[src/rtl/sobel_window_stage_if.sv]
// Window-in / edge-pixel-out bundle for the Sobel stage; master is the upstream
// window source (also drives stall), slave is the Sobel stage itself.
interface sobel_window_stage_if #(
   parameter int DATA_W = 8,
   parameter int CNT_W  = 14
);
   logic [DATA_W-1:0] p1, p2, p3, p4, p5, p6, p7, p8, p9;
   logic              win_valid;
   logic              win_last;
   logic              stall;
   logic [DATA_W-1:0] edge_pix;
   logic              edge_valid;
   logic              frame_done;
   logic [CNT_W-1:0]  pix_count;

   modport master (
      output p1, p2, p3, p4, p5, p6, p7, p8, p9, win_valid, win_last, stall,
      input  edge_pix, edge_valid, frame_done, pix_count
   );

   modport slave (
      input  p1, p2, p3, p4, p5, p6, p7, p8, p9, win_valid, win_last, stall,
      output edge_pix, edge_valid, frame_done, pix_count
   );
endinterface

[src/rtl/sobel_window_stage.sv]
// Sobel gradient magnitude |Gx|+|Gy| on a 3x3 window; SOBEL_THRESH_EN binarises against THRESH.
// Latency 3 cycles, one window per cycle.
// stall=1 freezes every register including outputs; inputs are not sampled while stalled.
module sobel_window_stage #(
   parameter int                DATA_W = 8,
   parameter int                CNT_W  = 14,
   parameter logic [DATA_W-1:0] THRESH = DATA_W'(64)
)(
   input  logic                  clk,
   input  logic                  rst,
   sobel_window_stage_if.slave   io
);
   localparam int W = DATA_W + 3;

   function automatic logic [W-1:0] ext(input logic [DATA_W-1:0] p);
      return {3'b000, p};
   endfunction

   logic [W-1:0]        gx_pos, gx_neg, gy_pos, gy_neg;
   logic signed [W-1:0] gx_nxt, gy_nxt;
   logic signed [W-1:0] s1_gx, s1_gy;
   logic                v1, l1;

   logic [W-1:0]        abs_gx, abs_gy, m_nxt;
   logic [W-1:0]        s2_m;
   logic                v2, l2;

   logic [DATA_W-1:0]   pix_nxt;
   logic [CNT_W-1:0]    cnt_inc;
   logic                frame_closed;

   // Stage 1: operands are zero-extended so the signed difference never overflows.
   always_comb begin
      gx_pos = ext(io.p3) + (ext(io.p6) << 1) + ext(io.p9);
      gx_neg = ext(io.p1) + (ext(io.p4) << 1) + ext(io.p7);
      gy_pos = ext(io.p7) + (ext(io.p8) << 1) + ext(io.p9);
      gy_neg = ext(io.p1) + (ext(io.p2) << 1) + ext(io.p3);
      gx_nxt = signed'(gx_pos - gx_neg);
      gy_nxt = signed'(gy_pos - gy_neg);
   end

   always_comb begin
      abs_gx = s1_gx[W-1] ? W'(-s1_gx) : W'(s1_gx);
      abs_gy = s1_gy[W-1] ? W'(-s1_gy) : W'(s1_gy);
      m_nxt  = abs_gx + abs_gy;
   end

`ifdef SOBEL_THRESH_EN
   always_comb begin
      pix_nxt = (s2_m >= W'(THRESH)) ? '1 : '0;
   end
`else
   logic unused_thresh;
   assign unused_thresh = ^THRESH;

   always_comb begin
      pix_nxt = (|s2_m[W-1:DATA_W]) ? '1 : s2_m[DATA_W-1:0];
   end
`endif

   always_comb begin
      cnt_inc = (io.pix_count == '1) ? io.pix_count : io.pix_count + CNT_W'(1);
   end

   // frame_closed remembers that the last counted pixel ended a frame, so the
   // next counted pixel restarts at 1 even across bubbles.
   always_ff @(posedge clk) begin
      if (rst) begin
         s1_gx         <= '0;
         s1_gy         <= '0;
         v1            <= 1'b0;
         l1            <= 1'b0;
         s2_m          <= '0;
         v2            <= 1'b0;
         l2            <= 1'b0;
         io.edge_pix   <= '0;
         io.edge_valid <= 1'b0;
         io.frame_done <= 1'b0;
         io.pix_count  <= '0;
         frame_closed  <= 1'b0;
      end else if (!io.stall) begin
         s1_gx         <= gx_nxt;
         s1_gy         <= gy_nxt;
         v1            <= io.win_valid;
         l1            <= io.win_valid & io.win_last;
         s2_m          <= m_nxt;
         v2            <= v1;
         l2            <= l1;
         io.edge_pix   <= pix_nxt;
         io.edge_valid <= v2;
         io.frame_done <= v2 & l2;
         if (v2) begin
            io.pix_count <= frame_closed ? CNT_W'(1) : cnt_inc;
            frame_closed <= l2;
         end
      end
   end
endmodule

[src/flat_wrapper.sv]
// flat-port wrapper written by rule: the top's interface ports become plain ports
module sobel_window_stage_flat 
#(
   parameter int                DATA_W = 8,
   parameter int                CNT_W  = 14,
   parameter logic [DATA_W-1:0] THRESH = DATA_W'(64)
)
  (clk, rst, io_p1, io_p2, io_p3, io_p4, io_p5, io_p6, io_p7, io_p8, io_p9, io_win_valid, io_win_last, io_stall, io_edge_pix, io_edge_valid, io_frame_done, io_pix_count);
  sobel_window_stage_if #(.DATA_W(DATA_W), .CNT_W(CNT_W)) io_i ();
  input  logic clk;
  input  logic rst;
  input wire logic [$bits(io_i.p1)-1:0] io_p1;
  input wire logic [$bits(io_i.p2)-1:0] io_p2;
  input wire logic [$bits(io_i.p3)-1:0] io_p3;
  input wire logic [$bits(io_i.p4)-1:0] io_p4;
  input wire logic [$bits(io_i.p5)-1:0] io_p5;
  input wire logic [$bits(io_i.p6)-1:0] io_p6;
  input wire logic [$bits(io_i.p7)-1:0] io_p7;
  input wire logic [$bits(io_i.p8)-1:0] io_p8;
  input wire logic [$bits(io_i.p9)-1:0] io_p9;
  input wire logic [$bits(io_i.win_valid)-1:0] io_win_valid;
  input wire logic [$bits(io_i.win_last)-1:0] io_win_last;
  input wire logic [$bits(io_i.stall)-1:0] io_stall;
  output wire logic [$bits(io_i.edge_pix)-1:0] io_edge_pix;
  output wire logic [$bits(io_i.edge_valid)-1:0] io_edge_valid;
  output wire logic [$bits(io_i.frame_done)-1:0] io_frame_done;
  output wire logic [$bits(io_i.pix_count)-1:0] io_pix_count;
  assign io_i.p1 = io_p1;
  assign io_i.p2 = io_p2;
  assign io_i.p3 = io_p3;
  assign io_i.p4 = io_p4;
  assign io_i.p5 = io_p5;
  assign io_i.p6 = io_p6;
  assign io_i.p7 = io_p7;
  assign io_i.p8 = io_p8;
  assign io_i.p9 = io_p9;
  assign io_i.win_valid = io_win_valid;
  assign io_i.win_last = io_win_last;
  assign io_i.stall = io_stall;
  assign io_edge_pix = io_i.edge_pix;
  assign io_edge_valid = io_i.edge_valid;
  assign io_frame_done = io_i.frame_done;
  assign io_pix_count = io_i.pix_count;
  sobel_window_stage #(.DATA_W(DATA_W), .CNT_W(CNT_W), .THRESH(THRESH)) u_core (.clk(clk), .rst(rst), .io(io_i));
endmodule
[config.mk]
export PLATFORM = sky130hd
export DESIGN_NAME = sobel_window_stage_flat
export DESIGN_NICKNAME = d
export VERILOG_FILES = /design/src/rtl/sobel_window_stage_if.sv /design/src/rtl/sobel_window_stage.sv /design/src/flat_wrapper.sv
export SDC_FILE = /design/constraint.sdc
export NUM_CORES = 1
export LEC_CHECK = 0
export CAP_MARGIN = 30
export CORE_MARGIN = 5
export CORE_UTILIZATION = 55
export DETAILED_ROUTE_END_ITERATION = 10
export PLACE_DENSITY = 0.82
export SLEW_MARGIN = 20
export SYNTH_ARGS = -nofsm -noshare
export SYNTH_HDL_FRONTEND = slang
export SYNTH_SLANG_ARGS = --single-unit
[constraint.sdc]
create_clock -name clk -period 5.52 [get_ports clk]
set_input_delay 0.828 -clock clk [delete_from_list [all_inputs] [get_ports clk]]
set_output_delay 0.828 -clock clk [all_outputs]
set_load 0.01 [all_outputs]
Word level (Yosys, flattened, before mapping)
Index checks and enable logic that the tools add are counted.
{ "classes": {"bitwise_logic": 3, "n_reduce_logical": 3, "addsub": 14, "eq_ne": 2, "muxes": 5} }
{ "op_table": {"columns": ["cell", "n"], "rows": [
  ["$add A11 B8 Y11", 4],
  ["$add A8 B9 Y10", 4],
  ["$mux W14", 2],
  ["$mux W11", 2],
  ["$neg A11 Y11", 2],
  ["$sub A11 B11 Y11", 2],
  ["$add A14 B1 Y14 const B", 1],
  ["$eq A14 B14 Y1 const B", 1],
  ["$add A11 B11 Y11", 1],
  ["$mux W8", 1],
  ["$reduce_and A3 Y1", 1],
  ["$reduce_or A3 Y1", 1],
  ["$and A1 B1 Y1", 2],
  ["$ne A2 B1 Y1 const B", 1],
  ["$reduce_and A2 Y1", 1],
  ["$not A1 Y1", 1]
]} }
{ "word_totals": {"input_bits": 77, "output_inout_bits": 24, "word_cells": 39, "reg_bits": 62} }

Depth between registers and ports, before layout
Gate-level depths: netlist (run 1).
{ "logic_depth": {"depth_word": 3, "mapped_depth": 18} }

Worst setup path after synthesis (run 1)
No wires, ideal clock.
{ "synth_path": {"kind": "input-to-reg", "startpoint": "input io_p4[0]", "endpoint": "register u_core.s1_gx[10]", "setup_ns": 0.116, "setup_slack_ns": 0.979, "stages": 17, "required_ns": 5.404, "arrival_ns": 4.424, "path_cell_list": "ha_1 fa_1 a21o_1 a21oi_1 o21bai_1 a21oi_1 xor2_1 fa_1 inv_1 fa_1 inv_1 ha_1 and3_1 o21a_1 o31ai_1 a2111o_1 o211a_1"} }
{ "synth_between": {"elab_chain_len": 3} }
{ "synth_lines": {"columns": ["element", "line", "text"], "rows": [
  ["start, declared", "flat_wrapper.sv:15", "input wire logic [$bits(io_i.p4)-1:0] io_p4;"],
  ["$add A8 B9 Y10", "sobel_window_stage.sv:35", "gx_neg = ext(io.p1) + (ext(io.p4) << 1) + ext(io.p7);"],
  ["$add A11 B8 Y11", "sobel_window_stage.sv:35", null],
  ["$sub A11 B11 Y11", "sobel_window_stage.sv:38", "gx_nxt = signed'(gx_pos - gx_neg);"],
  ["end signal, assigned", "sobel_window_stage.sv:82", "s1_gx <= gx_nxt;"],
  ["end, declared", "sobel_window_stage.sv:21", "logic signed [W-1:0] s1_gx, s1_gy;"]
]} }
No other way between the ends.
A chain may end at the register's enable or synchronous reset.

Worst setup path after layout (run 1)
{ "layout_path": {"startpoint": "input io_p3[1]", "endpoint": "register u_core.s1_gx[10]"} }
{ "layout_between": {"elab_chain_len": 3} }
{ "layout_lines": {"columns": ["element", "line", "text"], "rows": [
  ["start, declared", "flat_wrapper.sv:14", "input wire logic [$bits(io_i.p3)-1:0] io_p3;"],
  ["$add A8 B9 Y10", "sobel_window_stage.sv:34", "gx_pos = ext(io.p3) + (ext(io.p6) << 1) + ext(io.p9);"],
  ["$add A11 B8 Y11", "sobel_window_stage.sv:34", null],
  ["$sub A11 B11 Y11", "sobel_window_stage.sv:38", null]
]} }
No other way between the ends.

==> flow_summary.json, run 1 <==
{
  "cp.arrival_ns": 5.14,
  "final_cell_mix": "inv_1, clkdlybuf4s50_1, ha_1",
  "num_io_pins": 101,
  "worst_setup_path_end_kind": "flop",
  "powerDensity_nw_per_um2": 430.6,
  "combPwrFrac": 0.658,
  "final_nets": 978,
  "slowest_delay_ns": 0.50,
  "synth_area_leaders": "dfxtp_1, ha_1, fa_1",
  "cts_resized": 0,
  "whs_path_depth": 2,
  "final.period_utilization": 0.8925,
  "yosys_most_used_dff": "dfxtp_1",
  "synth_area_per_cell_um2": 8.463,
  "holdCritStartpoint": "u_core.s2_m[6]",
  "hold_viol_final": 0,
  "hold_buffers": 0,
  "path_common_cell": "fa_1",
  "cp_max_fo": 5,
  "drive_above_1_share": 0.04386,
  "maxSlewViolCount": 0,
  "worstPathRequired_ns": 5.74,
  "routed.top_layer": "met4",
  "antenna_cells": 0,
  "post_cts_buffers": 0,
  "clkPwrFrac": 0.137,
  "core_um2": 10750,
  "clkTransAtPathRegs_ns": 0.06,
  "maxCapViolCount": 0,
  "clockBufferDepth": 2,
  "wl_met1_um": 5593,
  "gr-usage-all-layers": 0.2079,
  "viasPerCell": 5.431,
  "die_height_um": 114.1,
  "antenna_found_initial": 0,
  "pwr-share-seq": 0.204,
  "row_count": 38,
  "io_buffer_count": 92,
  "rr_endpoint": "u_core.s2_m[9]",
  "p_sw_uw": 1341,
  "clkLatencyLatePin_ns": 0.33,
  "rsz0062_at_grt": "no",
  "avgRoutedWirePerCell_um": 13.85,
  "syn_to_final_growth_pct": 20.92,
  "setup_ws_ns": 0.5933,
  "irDropWorstVdd_mv": 0.2460,
  "route.detailed.drc": 0,
  "relSlewSlack": 0.6111,
  "yosys.area.top_type_share": 0.2083,
  "cp_cell_sequence": "clkdlybuf4s50_1 -> ha_1 -> fa_1 -> a21o_1 -> a21oi_1 -> o21bai_1 -> a21oi_1 -> xnor2_1 -> fa_1 -> inv_1 -> fa_1 -> inv_1 -> ha_1 -> and3_1 -> o21a_1 -> o31ai_1 -> a2111o_1 -> o211a_1",
  "grt_pass1_wl_um": 22670,
  "fin_skew_ns": 0.005705,
  "cts_buffers": 9,
  "leakagePower_uw": 0.003279,
  "grt_start_max_net_pins": 45,
  "cts.sinks": 62,
  "synth_cells": 704,
  "postSynth.asyncResetShare": 0,
  "dpl.hpwl_um": 10790,
  "cts_max_level": 3,
  "mostFrequentLayoutCell": "inv_1",
  "worstSetupPathType": "input port to flop",
  "wirelength_um": 12990,
  "setup_violations": 0,
  "reg2reg_depth": 11,
  "die_w_um": 114.1,
  "worst_path_max_delay_cell": "fa_1",
  "p_sw_frac": 0.4322,
  "first_pass_iters": 5,
  "drtAntennaViolNets": 0,
  "cp-start-kind": "input port",
  "synth_edf_count": 0,
  "yosysWarnings": 0,
  "synth_cell_type_count": 59,
  "place_congestion": 0.9215,
  "dieArea_um2": 13010,
  "hold_class": "flop to flop",
  "min_period_ns": 4.927,
  "outcome": "complete, no violations",
  "hold_end": "u_core.s2_m[6]",
  "r2r_setup_slack_ns": 2.45,
  "place_ws_ns": 0.2516,
  "syn_area_um2": 5958,
  "setup_tns_ns": 0,
  "timing.rr.start": "u_core.s1_gx[0]",
  "tightest_slew_ns": 0.5806,
  "ys_seq_elements": 62,
  "yosys.area.top_type": "dfxtp_1",
  "overflow": 0,
  "met3_length_um": 599,
  "drt_iter0_drc": 224,
  "fmax_mhz": 203.0,
  "root_buffer": "clkbuf_8",
  "wl_met2_um": 6497,
  "grt_pass1_vias": 5359,
  "ys_seq_area_frac": 0.2083,
  "vias": 5094,
  "initial_core_util": 0.5545,
  "cts_tree": "yes",
  "internal-power_uw": 1762,
  "syn_nets": 889
}
==> synthesized netlist by cell type, types with 5 or more instances <==
master     n
a211oi_1   7
a21o_1    15
a21oi_1   52
a31oi_1    5
clkbuf_1  10
dfxtp_1   62
fa_1      37
ha_1      71
inv_1     96
mux2i_1    6
nand2_1   60
nand2b_1   8
nand3_1    8
nand4_1    6
nor2_1    56
nor2b_1    9
nor3_1     7
o21a_1     6
o21ai_0   28
o21bai_1   5
o221a_2    8
o22ai_1    8
o31ai_1    8
o41ai_1    5
xnor2_1   41
xor2_1    32
==> cell families after synthesis <==
kind of cell,Yosys count,share of synthesized area
and+or+nand+nor,180,0.1474
AOI/OAI and AO/OA,161,0.1777
buffers and inverters,114,0.07581
adders and majority gates,108,0.2734
xor gates and xnor gates,73,0.1073
DFF,62,0.2083
muxes,6,0.01008
==> worst max-delay path by stage <==
| stage | from | endpoint | slack [ns] | cells past startpoint |
|---|---|---|---|---|
| after floorplan | io_p4[0] | u_core.s1_gx[10] | 0.98 | 17 |
| after CTS | io_p1[1] | u_core.s1_gx[10] | 0.60 | 18 |
| final | io_p3[1] | u_core.s1_gx[10] | 0.59 | 18 |
| after global routing | io_p7[1] | u_core.s1_gy[9] | 0.31 | 18 |
| after global placement | io_p1[1] | u_core.s1_gx[10] | 0.32 | 18 |
| after detailed placement | io_p1[1] | u_core.s1_gx[10] | 0.25 | 18 |
==> registers in the layout (all words and copies together), names as in the netlist <==
signal                flops
u_core.v2                 1
u_core.s1_gy             11
u_core.io.edge_pix        8
u_core.l1                 1
u_core.io.pix_count      14
u_core.v1                 1
u_core.io.frame_done      1
u_core.io.edge_valid      1
u_core.l2                 1
u_core.frame_closed       1
u_core.s1_gx             11
u_core.s2_m              11
==> critical path, delay by kind of cell <==
kind                       cells  cell delay (ns)
adders and majority gates      5             1.97
AOI/OAI and AO/OA              8             1.52
buffers and inverters          3             0.52
and+or+nand+nor                1             0.19
xor gates and xnor gates       1             0.11
==> power by group through the flow <==
stage	clock [uW]	sequential [uW]	combinational (uW)
floorplan	0	615	1610
global placement	0	635	1940
detailed placement	0	642	2020
CTS	438	632	2030
global route	455	649	2310
finish	426	634	2040
==> layer usage <==
| layer | vias up | track usage |
|---|---|---|
| li1 | 2580 | - |
| met4 | 0 | 0.07997 |
| met2 | 133 | 0.3845 |
| met5 | - | 0 |
| met1 | 2355 | 0.2368 |
| met3 | 26 | 0.03647 |
==> layout make-up <==
cell class | count | area (um^2)
clock buffer | 12 | 145.1
clock inverter | 4 | 70.07
fill | 863 | 3541
inverter | 97 | 364.1
multi-input combinational | 528 | 4265
sequential | 62 | 1241
tap | 140 | 175.2
timing repair buffer | 95 | 943.4
==> per-stage QoR <==
step	power [uW]	hold slack (ns)	instances	utilization	cell area, um^2
after floorplan	2229	0.4409	704	-	5958
after global placement	2575	0.4486	922	0.6504	6989
after detailed placement	2659	0.4557	922	0.6504	6989
after CTS	3103	0.4644	938	0.6705	7204
after global routing	3417	0.4921	938	0.6705	7204
final	3102	0.4686	938	0.6705	7204
(Power assumes the default switching activity.)
==> inputs of run 2 (changes only) <==
--- a/config.mk
+++ b/config.mk
@@ -6,10 +6,8 @@
 export NUM_CORES = 1
 export LEC_CHECK = 0
 export CAP_MARGIN = 30
-export CORE_MARGIN = 5
-export CORE_UTILIZATION = 55
+export CORE_UTILIZATION = 40
 export DETAILED_ROUTE_END_ITERATION = 10
-export PLACE_DENSITY = 0.82
 export SLEW_MARGIN = 20
 export SYNTH_ARGS = -nofsm -noshare
 export SYNTH_HDL_FRONTEND = slang
==> flow_summary.json, run 2 (synthesis gave the netlist of run 1 again) <==
{
  "outcome": "complete, no violations",
  "tightest_slew_ns": 0.5690,
  "grt_pass1_vias": 4831,
  "dpl.hpwl_um": 10940,
  "cp.arrival_ns": 5.23,
  "worstSetupPathType": "input port to flop",
  "path_common_cell": "fa_1",
  "worst_path_max_delay_cell": "fa_1",
  "multiInputGateArea_um2": 4265,
  "grt_pass1_wl_um": 21900,
  "final.period_utilization": 0.9087,
  "cts_tree": "yes",
  "worstPathRequired_ns": 5.74,
  "drt_iter0_drc": 170,
  "vias": 4919,
  "route.detailed.drc": 0,
  "crit_buf_inv": 3,
  "core_um2": 14530,
  "powerDensity_nw_per_um2": 432.6,
  "nFillCells": 1429,
  "rsz0062_at_grt": "no",
  "setup_violations": 0,
  "cts_resized": 0,
  "hold_buffers": 0,
  "cts_max_level": 3,
  "seq_area_um2": 1241,
  "cts.sinks": 62,
  "clkLatencyLatePin_ns": 0.32,
  "final_nets": 979,
  "antenna_cells": 0,
  "syn_to_final_growth_pct": 22.76,
  "maxCapViolCount": 0,
  "die_height_um": 124.0,
  "maxSlewViolCount": 0,
  "row_count": 44,
  "leakagePower_uw": 0.003302,
  "overflow": 0,
  "clockBufferDepth": 2,
  "setup_ws_ns": 0.5040,
  "drive_above_1_share": 0.04130,
  "num_io_pins": 101,
  "clkTransAtPathRegs_ns": 0.05,
  "slowest_delay_ns": 0.51,
  "final_cell_mix": "inv_1, clkdlybuf4s50_1, ha_1",
  "gr-usage-all-layers": 0.1786,
  "top_register": "u_core.io.pix_count",
  "root_buffer": "clkbuf_16",
  "hold_viol_final": 0,
  "initial_core_util": 0.4100,
  "viasPerCell": 5.004,
  "path_delay_family": "adder cells",
  "cp_cell_sequence": "clkdlybuf4s50_1 -> ha_1 -> fa_1 -> a21o_1 -> a21oi_1 -> o21bai_1 -> a21oi_1 -> xor2_1 -> fa_1 -> inv_1 -> fa_1 -> inv_1 -> ha_1 -> and3_1 -> o21a_1 -> o31ai_1 -> a2111o_1 -> o211a_1",
  "place_congestion": 0.8669,
  "cts_buffers": 9,
  "avgRoutedWirePerCell_um": 13.27,
  "antenna_found_initial": 0,
  "setup_tns_ns": 0,
  "die_w_um": 124.0,
  "mostFrequentLayoutCell": "inv_1",
  "io_buffer_count": 92,
  "hold_class": "flop to flop",
  "fin_skew_ns": 0.005828,
  "relSlewSlack": 0.6189,
  "grt_start_max_net_pins": 46,
  "min_period_ns": 5.016,
  "cp_max_fo": 5,
  "cp-start-kind": "input port",
  "fmax_mhz": 199.4,
  "drtAntennaViolNets": 0,
  "first_pass_iters": 4,
  "place_ws_ns": 0.1875,
  "worst_setup_path_end_kind": "flop",
  "largest_register_ffs": 14,
  "wirelength_um": 13050,
  "post_cts_buffers": 0,
  "dieArea_um2": 15390,
  "irDropWorstVdd_mv": 0.1739
}
[run 2: cell count changes in the layout (fill, tap and decap cells not counted)]
cell	before	now
clkbuf_8	10	1
clkbuf_1	2	5
bufinv_16	2	0
clkinv_2	2	1
clkbuf_16	0	9
buf_4	3	4
[run 2: worst paths after layout]
path                         from          endpoint  slack (ns)  cells after the start
hold / removal     u_core.s2_m[4]    u_core.s2_m[4]        0.46                      2
setup reg to reg  u_core.s1_gx[0]    u_core.s2_m[9]        2.45                     11
setup / recovery         io_p1[1]  u_core.s1_gx[10]        0.50                     18
hold reg to reg    u_core.s2_m[4]    u_core.s2_m[4]        0.46                      2
[run 2: final cells by class]
cell class	instances	share of cell area
clock buffer	15	0.03524
timing repair buffer	96	0.1300
tap	184	0.03147
sequential	62	0.1697
multi-input combinational	528	0.5831
clock inverter	1	0.0006842
inverter	97	0.04978
[run 2: per-stage QoR]
| stage | power [uW] | std cells | utilization | cell area, um^2 | hold slack [ns] |
|---|---|---|---|---|---|
| finish | 3164 | 983 | 0.5033 | 7315 | 0.4608 |
| global route | 3515 | 983 | 0.5033 | 7315 | 0.4810 |
| CTS | 3199 | 983 | 0.5033 | 7315 | 0.4626 |
| detailed placement | 2687 | 967 | 0.4852 | 7052 | 0.4565 |
| global placement | 2641 | 967 | 0.4852 | 7052 | 0.4525 |
| floorplan | 2229 | 704 | - | 5958 | 0.4409 |
[run 2: power by group]
| part | total (uW) | internal [uW] | leakage, uW | switching [uW] |
|---|---|---|---|---|
| Clock | 493 | 315 | 0.000128 | 178 |
| Combinational | 2040 | 959 | 0.00267 | 1080 |
| Sequential | 635 | 543 | 0.000509 | 92.8 |
[run 2: per-layer routing]
| metal | up-vias | global-route usage | part of all wire |
|---|---|---|---|
| li1 | 2578 | - | - |
| met1 | 2243 | 0.2211 | 0.46 |
| met2 | 82 | 0.3198 | 0.50 |
| met3 | 16 | 0.02289 | 0.028 |
| met4 | 0 | 0.05357 | 0.018 |
| met5 | - | 0 | 0 |
[run 2: worst reg2reg max path, stage by stage, from the launching register on]
cell	delay [ns]
dfxtp_1	0.35
inv_1	0.08
ha_1	0.15
or3b_1	0.38
or3_2	0.49
o31ai_1	0.27
xnor2_1	0.17
ha_1	0.30
and3_2	0.21
a311oi_1	0.31
xor2_1	0.17
o22ai_1	0.08
==> inputs of run 3 (changes only) <==
--- a/config.mk
+++ b/config.mk
@@ -12,3 +12,4 @@
 export SYNTH_ARGS = -nofsm -noshare
 export SYNTH_HDL_FRONTEND = slang
 export SYNTH_SLANG_ARGS = --single-unit
+export TNS_END_PERCENT = 10
==> results of run 3 <==
Same layout as run 2: the final DEF is identical, and so are final timing and power.
